<file path="src/rtl/inversor_bank.sv">
// inversor_bank: registered per-channel polarity bank with pass, invert,
// periodic-toggle and force modes. The polarity mask is loaded serially into a
// shadow register and copied to the active mask on commit.
// Build option: define INVERSOR_BANK_SYNC_EN to put a 2-flop synchroniser on
// every input channel. This adds 2 cycles of in-to-out latency.
module inversor_bank #(
  parameter int unsigned WIDTH = 8,
  parameter int unsigned DIV_W = 16
) (
  input  logic             clk,
  input  logic             rst,
  input  logic [WIDTH-1:0] in,
  input  logic [1:0]       mode,
  input  logic [DIV_W-1:0] div,
  input  logic             cfg_valid,
  input  logic             cfg_bit,
  input  logic             cfg_commit,
  output logic [WIDTH-1:0] out,
  output logic             phase,
  output logic [WIDTH-1:0] mask_q
);

  typedef enum logic [1:0] {
    ModePass   = 2'b00,
    ModeInvert = 2'b01,
    ModeToggle = 2'b10,
    ModeForce  = 2'b11
  } mode_e;

  mode_e            mode_sel;
  logic [WIDTH-1:0] x;
  logic [WIDTH-1:0] shadow_q, shadow_d;
  logic [DIV_W-1:0] cnt_q, cnt_d;
  logic             phase_d;
  logic [WIDTH-1:0] out_d;

  assign mode_sel = mode_e'(mode);

`ifdef INVERSOR_BANK_SYNC_EN
  logic [WIDTH-1:0] sync1_q, sync2_q;

  // Two-stage synchroniser for asynchronous pad inputs
  always_ff @(posedge clk) begin
    if (rst) begin
      sync1_q <= '0;
      sync2_q <= '0;
    end else begin
      sync1_q <= in;
      sync2_q <= sync1_q;
    end
  end

  assign x = sync2_q;
`else
  assign x = in;
`endif

  // Serial shift into the shadow mask; the commit sees this edge's shift
  always_comb begin
    shadow_d = shadow_q;
    if (cfg_valid) begin
      shadow_d = {shadow_q[WIDTH-2:0], cfg_bit};
    end
  end

  // Toggle divider: counts only in toggle mode, held cleared otherwise
  always_comb begin
    cnt_d   = '0;
    phase_d = 1'b0;
    if (mode_sel == ModeToggle) begin
      // >= so that lowering div below cnt wraps at once instead of running away
      if (cnt_q >= div) begin
        cnt_d   = '0;
        phase_d = ~phase;
      end else begin
        cnt_d   = cnt_q + DIV_W'(1);
        phase_d = phase;
      end
    end
  end

  // Output function; toggle mode uses the phase from before this edge's flip
  always_comb begin
    out_d = x;
    unique case (mode_sel)
      ModePass:   out_d = x;
      ModeInvert: out_d = x ^ mask_q;
      ModeToggle: out_d = x ^ (mask_q & {WIDTH{phase}});
      ModeForce:  out_d = mask_q;
    endcase
  end

  // State registers with synchronous reset taking priority
  always_ff @(posedge clk) begin
    if (rst) begin
      shadow_q <= '0;
      mask_q   <= '0;
      cnt_q    <= '0;
      phase    <= 1'b0;
      out      <= '0;
    end else begin
      shadow_q <= shadow_d;
      if (cfg_commit) begin
        mask_q <= shadow_d;
      end
      cnt_q <= cnt_d;
      phase <= phase_d;
      out   <= out_d;
    end
  end

endmodule

</file>
<file path="config.mk">
export PLATFORM = sky130hd
export DESIGN_NAME = inversor_bank
export DESIGN_NICKNAME = d
export VERILOG_FILES = /design/src/rtl/inversor_bank.sv
export SDC_FILE = /design/constraint.sdc
export NUM_CORES = 1
export LEC_CHECK = 0
export BUFFER_PORTS_ARGS = -buffer_cell sky130_fd_sc_hd__buf_4
export CORE_MARGIN = 2
export CORE_UTILIZATION = 30
export DETAILED_ROUTE_END_ITERATION = 8
export GPL_ROUTABILITY_DRIVEN = 0
export PLACE_DENSITY = 0.59
export SETUP_SLACK_MARGIN = 0.2
export SYNTH_ARGS = -nofsm -noshare
export SYNTH_HDL_FRONTEND = slang
export SYNTH_SLANG_ARGS = --single-unit
</file>
<file path="constraint.sdc">
create_clock -name clk -period 5.05 [get_ports clk]
set_input_delay 0.505 -clock clk [delete_from_list [all_inputs] [get_ports clk]]
set_output_delay 0.505 -clock clk [all_outputs]
set_load 0.02 [all_outputs]
</file>
; ---- Word level (Yosys, flattened, before mapping)
; Index checks and enable logic that the tools add are counted.
[op_classes]
addsub = 1
n_bitwise = 5
n_eq_ne = 3
n_mux = 2
n_lt_le_gt_ge = 1
n_reduce_logical = 3
[op_table]
columns = operator, n
row1 = case mux 8 bit (4 select lines), 1
row2 = adder 16 x 1 -> 16 bit (second input constant), 1
row3 = >= comparator 16 bit, 1
row4 = XOR 8 bit, 2
row5 = AND 8 bit, 1
row6 = 2-to-1 mux 8 bit, 1
row7 = equality test 2 bit (second input constant), 2
row8 = OR reduction 3 bit, 1
row9 = equality test 2 x 1 -> 1 bit (second input constant), 1
row10 = zero test 2 bit, 1
row11 = NOT 1 bit, 2
row12 = OR reduction 2 bit, 1
[totals]
wordCells = 20
regBits = 41
out_inout_bits = 17
input_bits = 31

; ---- Logic depth before layout (Yosys ltp)
; Gate-level depths: netlist of run 1.
[depth]
depth_word = 3
ltp_mapped = 8
ltp_nobuf = 7

; ---- Least setup slack after synthesis of run 1
; OpenSTA, ideal clock, no wires.
[synth_timing]
path_kind = input -> register
start = in div[13]
end = reg cnt_q[10]
setup_time_ns = 0.064
arrival_time_ns = 2.014
path_slack_ns = 2.972
path_buffers = 1
stages = 8
cell_sequence = inv_1 > ha_1 > a21o_1 > a21o_1 > a2111oi_4 > nand4b_4 > buf_6 > nor2_1
[synth_via]
elab_chain_cells = 2
[synth_rtl]
columns = element, line
row1 = start: declaration, 14  ; input logic [DIV_W-1:0] div,
row2 = >= comparator 16 bit, 72  ; if (cnt_q >= div) begin
row3 = OR reduction 3 bit (no line), n/a
row4 = end signal: assignment, 106  ; cnt_q <= cnt_d;
row5 = end: declaration, 33  ; logic [DIV_W-1:0] cnt_q, cnt_d;
; No other way between the ends.
; A chain may end at the register's enable or synchronous reset.

; ---- Worst setup path after layout of run 1
[layout_timing]
start = reg cnt_q[13]
end = reg cnt_q[14]
[layout_via]
elab_chain_cells = 2
elab_cells_between_ends = 3
cone_classes = 1 x add/sub / 1 x order compare / 1 x reduce/logical
[layout_rtl]
columns = element, line
row1 = >= comparator 16 bit, 72
row2 = OR reduction 3 bit (no line), n/a
; Parallel ways exist; a longest one is shown, timed or not.

==> results of run 1 <==
## kinds of logic after synthesis
kind of cell               share of synthesized area
adders and majority gates                     0.1172
AOI/OAI and AO/OA                             0.1594
muxes                                        0.03752
buffers and inverters                        0.05276
and+or+nand+nor                               0.1911
xor gates and xnor gates                     0.05745
DFF                                           0.3845
## through the flow
stage	instances	hold WS, ns
2_1_floorplan	249	0.4409
3_3_place_gp	384	0.4765
3_5_place_dp	384	0.4875
4_1_cts	392	0.4669
5_1_grt	392	0.4696
6_report	392	0.4732
## state kept, by name, summed over array words and instances (netlist names)
register  cells
shadow_q      8
phase         1
mask_q        8
cnt_q        16
out           8
## power groups by stage
stage	Clock, mW	Sequential (mW)	Combinational (mW)
floorplan	0	0.354	0.0426
global placement	0	0.346	0.0901
detailed placement	0	0.346	0.0915
CTS	0.276	0.338	0.0921
global route	0.288	0.340	0.102
finish	0.267	0.338	0.0913
## placed cells by master (no fill, tap or decap), drive strengths merged, types with 3 or more instances in the layout
| master | netlist | layout |
|---|---|---|
| buf | 1 | 47 |
| nor2 | 43 | 43 |
| dfxtp | 41 | 41 |
| inv | 20 | 20 |
| ha | 20 | 20 |
| o21ai | 18 | 18 |
| a21oi | 14 | 14 |
| nand2 | 11 | 11 |
| xor2 | 9 | 9 |
| mux2i | 8 | 8 |
| a21boi | 8 | 8 |
| nor2b | 8 | 8 |
| a211oi | 8 | 8 |
| nand3 | 6 | 6 |
| nand4 | 5 | 5 |
| xnor2 | 5 | 5 |
| clkbuf | 7 | 5 |
| nor3 | 4 | 4 |
| nand2b | 3 | 3 |
## path summary, 6_finish.rpt
kind	start	end	cells after the start
worst max-delay path	cnt_q[13]	cnt_q[14]	6
worst min-delay path	cfg_bit	shadow_q[0]	3
worst max register to register	cnt_q[13]	cnt_q[14]	6
worst min register to register	cnt_q[0]	cnt_q[0]	1
## tightest hold or removal path, stage by stage
cell and delay, ns:
sky130_fd_sc_hd__buf_4 0.08, sky130_fd_sc_hd__mux2i_1 0.07, sky130_fd_sc_hd__nor2_1 0.08
## layout make-up
cell class	count	area share
multi-input cells	180	0.4473
inverters	20	0.02796
clock buffers	5	0.02563
flip-flops and latches	41	0.3057
well taps	96	0.04473
clock inverters	3	0.01724
repair buffers	47	0.1314
## per-layer routing
metal	part of all wire	up-vias	wire, um	global-route usage
li1	-	938	-	-
met3	0.039	9	176	0.02985
met1	0.49	804	2231	0.1631
met2	0.44	33	2007	0.1887
met5	0	-	0	0
met4	0.023	0	105	0.05510
==> impl_table.tex, run 1 <==
\begin{tabular}{lr}
\hline
Metric & Value \\
\hline
\multicolumn{2}{l}{\textbf{Floorplanning}} \\
\quad IO Count & 48 \\
\quad Total core area & 0.006832 mm\^{}2 \\
\quad Initial Utilization & 0.3125 \\
\quad Vert. Die Dim & 88.35 um \\
\quad Area of the die & 0.007806 mm\^{}2 \\
\quad Row count & 30 \\
\quad Horizontal die dimension & 88.35 um \\
\multicolumn{2}{l}{\textbf{Synthesis}} \\
\quad Netlist cell types & 27 \\
\quad Leading cell type by number of instances after synthesis & sky130\_fd\_sc\_hd\_\_nor2\_1 \\
\quad Proportion of synthesized chip area in sequential cells & 0.3845 \\
\quad Flip-flop and latch count after synthesis & 41 \\
\quad Post-synth EDFFs & 0 \\
\quad Post-Synthesis Net Count & 300 \\
\quad Main synth FF type & sky130\_fd\_sc\_hd\_\_dfxtp\_1 \\
\quad Synthesized area & 0.002135 mm\^{}2 \\
\quad Ranking of synthesized cells by area & sky130\_fd\_sc\_hd\_\_dfxtp\_1 (38\%), sky130\_fd\_sc\_hd\_\_ha\_1 (12\%), sky130\_fd\_sc\_hd\_\_nor2\_1 (7.6\%), sky130\_fd\_sc\_hd\_\_o21ai\_0 (4.2\%), sky130\_fd\_sc\_hd\_\_mux2i\_1 (3.8\%) \\
\quad Gate count after technology mapping & 249 \\
\quad Library cell occupying the most area in the post-synthesis netlist & sky130\_fd\_sc\_hd\_\_dfxtp\_1 \\
\quad Count of warnings emitted by yosys & 0 \\
\quad Mean area per synthesized cell & 8.572 um\^{}2 \\
\quad Commonest cells in the netlist & sky130\_fd\_sc\_hd\_\_nor2\_1 (43), sky130\_fd\_sc\_hd\_\_dfxtp\_1 (41), sky130\_fd\_sc\_hd\_\_ha\_1 (20), sky130\_fd\_sc\_hd\_\_inv\_1 (20), sky130\_fd\_sc\_hd\_\_o21ai\_0 (18) \\
\quad Share of flip-flops with an asynchronous set or reset & 0 \\
\quad Yosys top cell area share & 0.3845 \\
\multicolumn{2}{l}{\textbf{Setup path}} \\
\quad Stage delay of the slowest cell on the critical path & 0.48 ns \\
\quad Worst Path Arrival & 2.27 ns \\
\quad Required time of the critical path & 5.28 ns \\
\quad Critical path's most frequent cell & sky130\_fd\_sc\_hd\_\_a21o\_1 \\
\quad Endpoint kind of the worst setup timing path & flop \\
\quad Category of the worst setup path launch point & flop \\
\quad CP max-delay cell & sky130\_fd\_sc\_hd\_\_a2111oi\_4 \\
\quad Register-to-register path setup slack & 3.00 ns \\
\quad Ordered cell list for the critical path & ha\_1 -> a21o\_1 -> a21o\_1 -> a2111oi\_4 -> nand4b\_4 -> nor2\_1 \\
\quad Buffers \& Inverters on Critical Path & 0 \\
\quad Crit Path Class & reg2reg \\
\quad Max FO, Critical Path & 16 \\
\quad Family of cells with the greatest summed delay on the critical path & compound AO/OA/AOI/OAI gates \\
\multicolumn{2}{l}{\textbf{Clock tree}} \\
\quad Clk root buf & sky130\_fd\_sc\_hd\_\_clkbuf\_8 \\
\quad CTS hold repair buffers & 0 \\
\quad CTS H-tree lvls & 2 \\
\quad Cts repair resizes & 0 \\
\quad Clock Path Buffers & 2 \\
\quad Clock tree from TritonCTS & done \\
\quad Num Clock Sinks & 41 \\
\quad Clock latency on the worst-skew pair & 0.29 ns \\
\quad CTS clk-pin slew, worst paths & 0.09 ns \\
\quad CTS Buf Count & 5 \\
\quad \# Post-CTS Setup Buffers & 0 \\
\multicolumn{2}{l}{\textbf{STA}} \\
\quad Peak clock frequency supported by timing & 0.4886 GHz \\
\quad Setup total negative slack & 0 ns \\
\quad Period utilization & 0.4053 \\
\quad Max-Slew Margin vs Limit & 0.6630 \\
\quad Post-route clock skew & 0.007593 ns \\
\quad Setup violation total in the final timing report & 0 \\
\quad Hold violation total from the final report & 0 \\
\quad RSZ-0062 raised after global routing & no \\
\quad Final count of pins violating max slew & 0 \\
\quad Time the final worst path needs with I/O delays and setup & 2.047 ns \\
\quad Least setup slack across all paths after layout & 3.003 ns \\
\quad Slew at the pin with the worst max-slew slack & 0.5054 ns \\
\multicolumn{2}{l}{\textbf{Layout}} \\
\quad Antenna diodes & 0 \\
\quad Final core utilization & 0.3930 \\
\quad Number of nets in the final layout & 346 \\
\quad Area taken by flip-flops and latches & 820.8 um\^{}2 \\
\quad Area growth syn-to-layout & 25.79\% \\
\quad Multi-input logic area & 0.001201 mm\^{}2 \\
\quad Fraction of final layout cells sized beyond drive strength 1 & 0.1959 \\
\quad Final design instance area without fill & 0.002685 mm\^{}2 \\
\quad Filler instances & 711 \\
\multicolumn{2}{l}{\textbf{Drt}} \\
\quad Count of nets left with antenna violations after detail routing & 0 \\
\quad Vias per inst & 4.551 \\
\quad Residual DRC count & 0 \\
\quad Number of vias after detailed routing & 1784 \\
\quad Per-cell routed wire length & 11.53 um \\
\quad Final wirelength & 4521 um \\
\quad Detailed Routing Iterations Pass 1 & 4 \\
\quad Initial DRC Count & 103 \\
\multicolumn{2}{l}{\textbf{Power}} \\
\quad Proportion of power drawn by flip-flops and latches & 0.486 \\
\quad Leakage power of the design & 1.188 nW \\
\quad Internal power summed over all cells & 524.1 uW \\
\quad Proportion of power drawn by the clock network & 0.383 \\
\quad Sw frac & 0.2472 \\
\quad Net Switching & 172.1 uW \\
\quad PnR Total Power & 696.1 uW \\
\quad Logic gate share of total power & 0.131 \\
\quad Maximum resistive drop on vdd & 0.1207 mV \\
\quad Cell area power density & 259.3 mW/mm\^{}2 \\
\multicolumn{2}{l}{\textbf{Placement}} \\
\quad Worst setup slack before clock tree synthesis & 2.737 ns \\
\quad Port Buffers & 47 \\
\quad Placed wire-length estimate & 3463 um \\
\quad Total placed instance area & 0.002570 mm\^{}2 \\
\multicolumn{2}{l}{\textbf{Outcome}} \\
\quad Status & finished, final reports clean \\
\multicolumn{2}{l}{\textbf{GRT}} \\
\quad Pin count of the biggest net entering global routing & 26 \\
\quad Global-route wire length before repair & 7555 um \\
\quad Number of global-route vias before repair & 1653 \\
\quad Combined global-route utilization of all metal layers & 0.1227 \\
\quad Global route overflow & 0 \\
\quad Antenna violations before repair & 0 \\
\multicolumn{2}{l}{\textbf{Worst hold path}} \\
\quad Kind of path behind the tightest hold check & in2reg \\
\multicolumn{2}{l}{\textbf{Flow run}} \\
\quad Number of max-capacitance violations reported & 0 \\
\hline
\end{tabular}
Power figures use the tool's default switching activity.
==> inputs of run 2 (changes only) <==
--- a/config.mk
+++ b/config.mk
@@ -10,7 +10,7 @@
 export CORE_UTILIZATION = 30
 export DETAILED_ROUTE_END_ITERATION = 8
 export GPL_ROUTABILITY_DRIVEN = 0
-export PLACE_DENSITY = 0.59
+export PLACE_DENSITY = 0.61
 export SETUP_SLACK_MARGIN = 0.2
 export SYNTH_ARGS = -nofsm -noshare
 export SYNTH_HDL_FRONTEND = slang
==> constraint.sdc (replaced) <==
create_clock -name clk -period 1.7 [get_ports clk]
set_input_delay 0.17 -clock clk [delete_from_list [all_inputs] [get_ports clk]]
set_output_delay 0.17 -clock clk [all_outputs]
set_load 0.02 [all_outputs]
==> run 2 against run 1 <==
Compared with the run above:
- the run now ends with setup timing left
- register-to-register slack lost 3.1 ns
- core utilization grew 4.9 points
- non-clock buffer count grew 25
- clock skew shrank 0.0029 ns
- worst setup slack lost 3.1 ns
- critical endpoint is now phase
- largest cell class unchanged
==> impl_table.tex, run 2 (synthesis gave the netlist of run 1 again) <==
\begin{tabular}{lr}
\hline
Metric & Value \\
\hline
\multicolumn{2}{l}{\textbf{Drt}} \\
\quad Per-cell routed wire length & 11.57 um (was 11.53 um) \\
\quad Vias per inst & 4.556 (was 4.551) \\
\quad Detailed Routing Iterations Pass 1 & 4 (unchanged) \\
\quad Number of vias after detailed routing & 1900 (was 1784) \\
\quad Initial DRC Count & 59 (was 103) \\
\quad Final wirelength & 4826 um (was 4521 um) \\
\quad Residual DRC count & 0 (unchanged) \\
\quad Count of nets left with antenna violations after detail routing & 0 (unchanged) \\
\multicolumn{2}{l}{\textbf{GRT}} \\
\quad Combined global-route utilization of all metal layers & 0.1310 (was 0.1227) \\
\quad Global-route wire length before repair & 8093 um (was 7555 um) \\
\quad Global route overflow & 0 (unchanged) \\
\quad Antenna violations before repair & 0 (unchanged) \\
\quad Number of global-route vias before repair & 1805 (was 1653) \\
\quad Pin count of the biggest net entering global routing & 26 (unchanged) \\
\quad Global-route met1 utilization & 0.1712 (was 0.1631) \\
\quad Top Usage Layer GRT & met2 (unchanged) \\
\quad Global-route track usage on met2 & 0.2119 (was 0.1887) \\
\quad Global routing met3 resource utilization & 0.02705 (was 0.02985) \\
\multicolumn{2}{l}{\textbf{Flow run}} \\
\quad Number of max-capacitance violations reported & 0 (unchanged) \\
\multicolumn{2}{l}{\textbf{Clock tree}} \\
\quad CTS Buf Count & 5 (unchanged) \\
\quad Clock Path Buffers & 2 (unchanged) \\
\quad CTS H-tree lvls & 2 (unchanged) \\
\quad CTS clk-pin slew, worst paths & 0.08 ns (was 0.09 ns) \\
\quad Num Clock Sinks & 41 (unchanged) \\
\quad Clk root buf & sky130\_fd\_sc\_hd\_\_clkbuf\_8 (unchanged) \\
\quad Clock tree from TritonCTS & done (unchanged) \\
\quad Clock latency on the worst-skew pair & 0.29 ns (about the same) \\
\multicolumn{2}{l}{\textbf{Layout}} \\
\quad Leading cell type in the layout, fill and taps excluded & sky130\_fd\_sc\_hd\_\_buf\_4 (unchanged) \\
\quad Commonest non-fill, non-tap cells in the layout & sky130\_fd\_sc\_hd\_\_buf\_4 (69), sky130\_fd\_sc\_hd\_\_nor2\_1 (40), sky130\_fd\_sc\_hd\_\_dfxtp\_1 (37) (was sky130\_fd\_sc\_hd\_\_buf\_4 (47), sky130\_fd\_sc\_hd\_\_nor2\_1 (43), sky130\_fd\_sc\_hd\_\_dfxtp\_1 (41)) \\
\quad Fraction of final layout cells sized beyond drive strength 1 & 0.3115 (was 0.1959) \\
\quad Antenna diodes & 0 (unchanged) \\
\quad Number of nets in the final layout & 371 (was 346) \\
\quad Register name with the most flops & cnt\_q (unchanged) \\
\quad Post-layout instance count excluding filler cells & 417 (was 392) \\
\quad Flip-flop count of the largest register after layout & 16 (unchanged) \\
\quad Area growth syn-to-layout & 41.62\% (was 25.79\%) \\
\multicolumn{2}{l}{\textbf{Floorplanning}} \\
\quad IO Count & 48 (unchanged) \\
\quad Area of the die & 0.007806 mm\^{}2 (unchanged) \\
\quad Row count & 30 (unchanged) \\
\quad Initial Utilization & 0.3125 (unchanged) \\
\quad Horizontal die dimension & 88.35 um (unchanged) \\
\quad Vert. Die Dim & 88.35 um (unchanged) \\
\quad Total core area & 0.006832 mm\^{}2 (unchanged) \\
\multicolumn{2}{l}{\textbf{STA}} \\
\quad Period utilization & 1.049 (was 0.4053) \\
\quad Final count of pins violating max slew & 0 (unchanged) \\
\quad Setup violation total in the final timing report & 17 (was 0) \\
\quad Time the final worst path needs with I/O delays and setup & 1.783 ns (was 2.047 ns) \\
\quad Peak clock frequency supported by timing & 0.5609 GHz (was 0.4886 GHz) \\
\quad Max-Slew Margin vs Limit & 0.6638 (was 0.6630) \\
\quad Post-route clock skew & 0.004681 ns (was 0.007593 ns) \\
\quad RSZ-0062 raised after global routing & yes (was no) \\
\quad Least setup slack across all paths after layout & -0.08273 ns (was 3.003 ns) \\
\quad Hold violation total from the final report & 0 (unchanged) \\
\quad Final worst hold slack & 0.1404 ns (was 0.4732 ns) \\
\quad Slew at the pin with the worst max-slew slack & 0.5043 ns (was 0.5054 ns) \\
\quad Setup total negative slack & -0.9302 ns (was 0 ns) \\
\multicolumn{2}{l}{\textbf{Power}} \\
\quad PnR Total Power & 2.253 mW (was 696.1 uW) \\
\quad Leakage power of the design & 1.346 nW (was 1.188 nW) \\
\quad Maximum resistive drop on vdd & 0.3410 mV (was 0.1207 mV) \\
\quad Cell area power density & 745.2 mW/mm\^{}2 (was 259.3 mW/mm\^{}2) \\
\multicolumn{2}{l}{\textbf{Setup path}} \\
\quad Register-to-register path setup slack & -0.08 ns (was 3.00 ns) \\
\quad Crit Path Class & reg2reg (unchanged) \\
\quad Max FO, Critical Path & 3 (was 16) \\
\quad Required time of the critical path & 1.93 ns (was 5.28 ns) \\
\quad Endpoint kind of the worst setup timing path & flop (unchanged) \\
\quad Category of the worst setup path launch point & flop (unchanged) \\
\quad Worst Path Arrival & 2.02 ns (was 2.27 ns) \\
\multicolumn{2}{l}{\textbf{Outcome}} \\
\quad Status & finished with violations (was finished, final reports clean) \\
\quad Violations in the final reports & setup timing \\
\multicolumn{2}{l}{\textbf{Placement}} \\
\quad Number of cells in the design after placement & 407 (was 384) \\
\quad Port Buffers & 47 (unchanged) \\
\quad Placed wire-length estimate & 3574 um (was 3463 um) \\
\multicolumn{2}{l}{\textbf{Worst hold path}} \\
\quad Kind of path behind the tightest hold check & in2reg (unchanged) \\
\hline
\end{tabular}
-- run 2: what timing repair did --
item | 4_1_cts | 5_1_grt
resized for setup | 21 | 0
buffers inserted | 2 | 0
setup endpoints to repair | 17 | 17
hold buffers | 0 | 0
pin swaps | 16 | 1
-- run 2: area by class of cell --
cell class / instances / area [um^2]
clock buffers: 5 / 68.82
clock inverters: 3 / 68.82
fillers: 692 / 3809
inverters: 20 / 75.07
multi-input cells: 180 / 1313
flip-flops and latches: 41 / 825.8
well taps: 96 / 120.1
repair buffers: 72 / 551.8
-- run 2: report_power, final --
group          leakage [nW]  switching [mW]  internal (mW)
combinational         0.942           0.154          0.151
sequential            0.336          0.0166          0.987
clock                0.0687           0.353          0.591
total                  1.35           0.523           1.73
-- run 2: final timing paths --
path	end	cells after the start	start
worst min register to register	shadow_q[7]	2	shadow_q[7]
worst max-delay path	phase	8	cnt_q[14]
worst min-delay path	shadow_q[0]	3	cfg_bit
worst max register to register	phase	8	cnt_q[14]
-- run 2: layer usage --
metal | vias up | share of wire
li1 | 994 | -
met1 | 852 | 0.46
met2 | 43 | 0.47
met3 | 11 | 0.046
met4 | 0 | 0.024
met5 | - | 0
-- run 2: through the flow --
step | setup WS [ns] | util | area, um^2
after floorplan | -0.03643 | - | 2150
after global placement | -0.1053 | 0.4037 | 2758
after detailed placement | -0.1791 | 0.4037 | 2758
after CTS | -0.08316 | 0.4425 | 3023
after global routing | -0.2090 | 0.4425 | 3023
final | -0.08273 | 0.4425 | 3023
-- run 2: critical path: stages (launching register included) --
cell and delay [ns]:
sky130_fd_sc_hd__dfxtp_2 0.35, sky130_fd_sc_hd__ha_4 0.26, sky130_fd_sc_hd__nand4_1 0.16, sky130_fd_sc_hd__nor3_2 0.15, sky130_fd_sc_hd__buf_4 0.14, sky130_fd_sc_hd__nand3b_1 0.15, sky130_fd_sc_hd__buf_4 0.19, sky130_fd_sc_hd__a31o_4 0.23
sky130_fd_sc_hd__a21oi_2 0.10
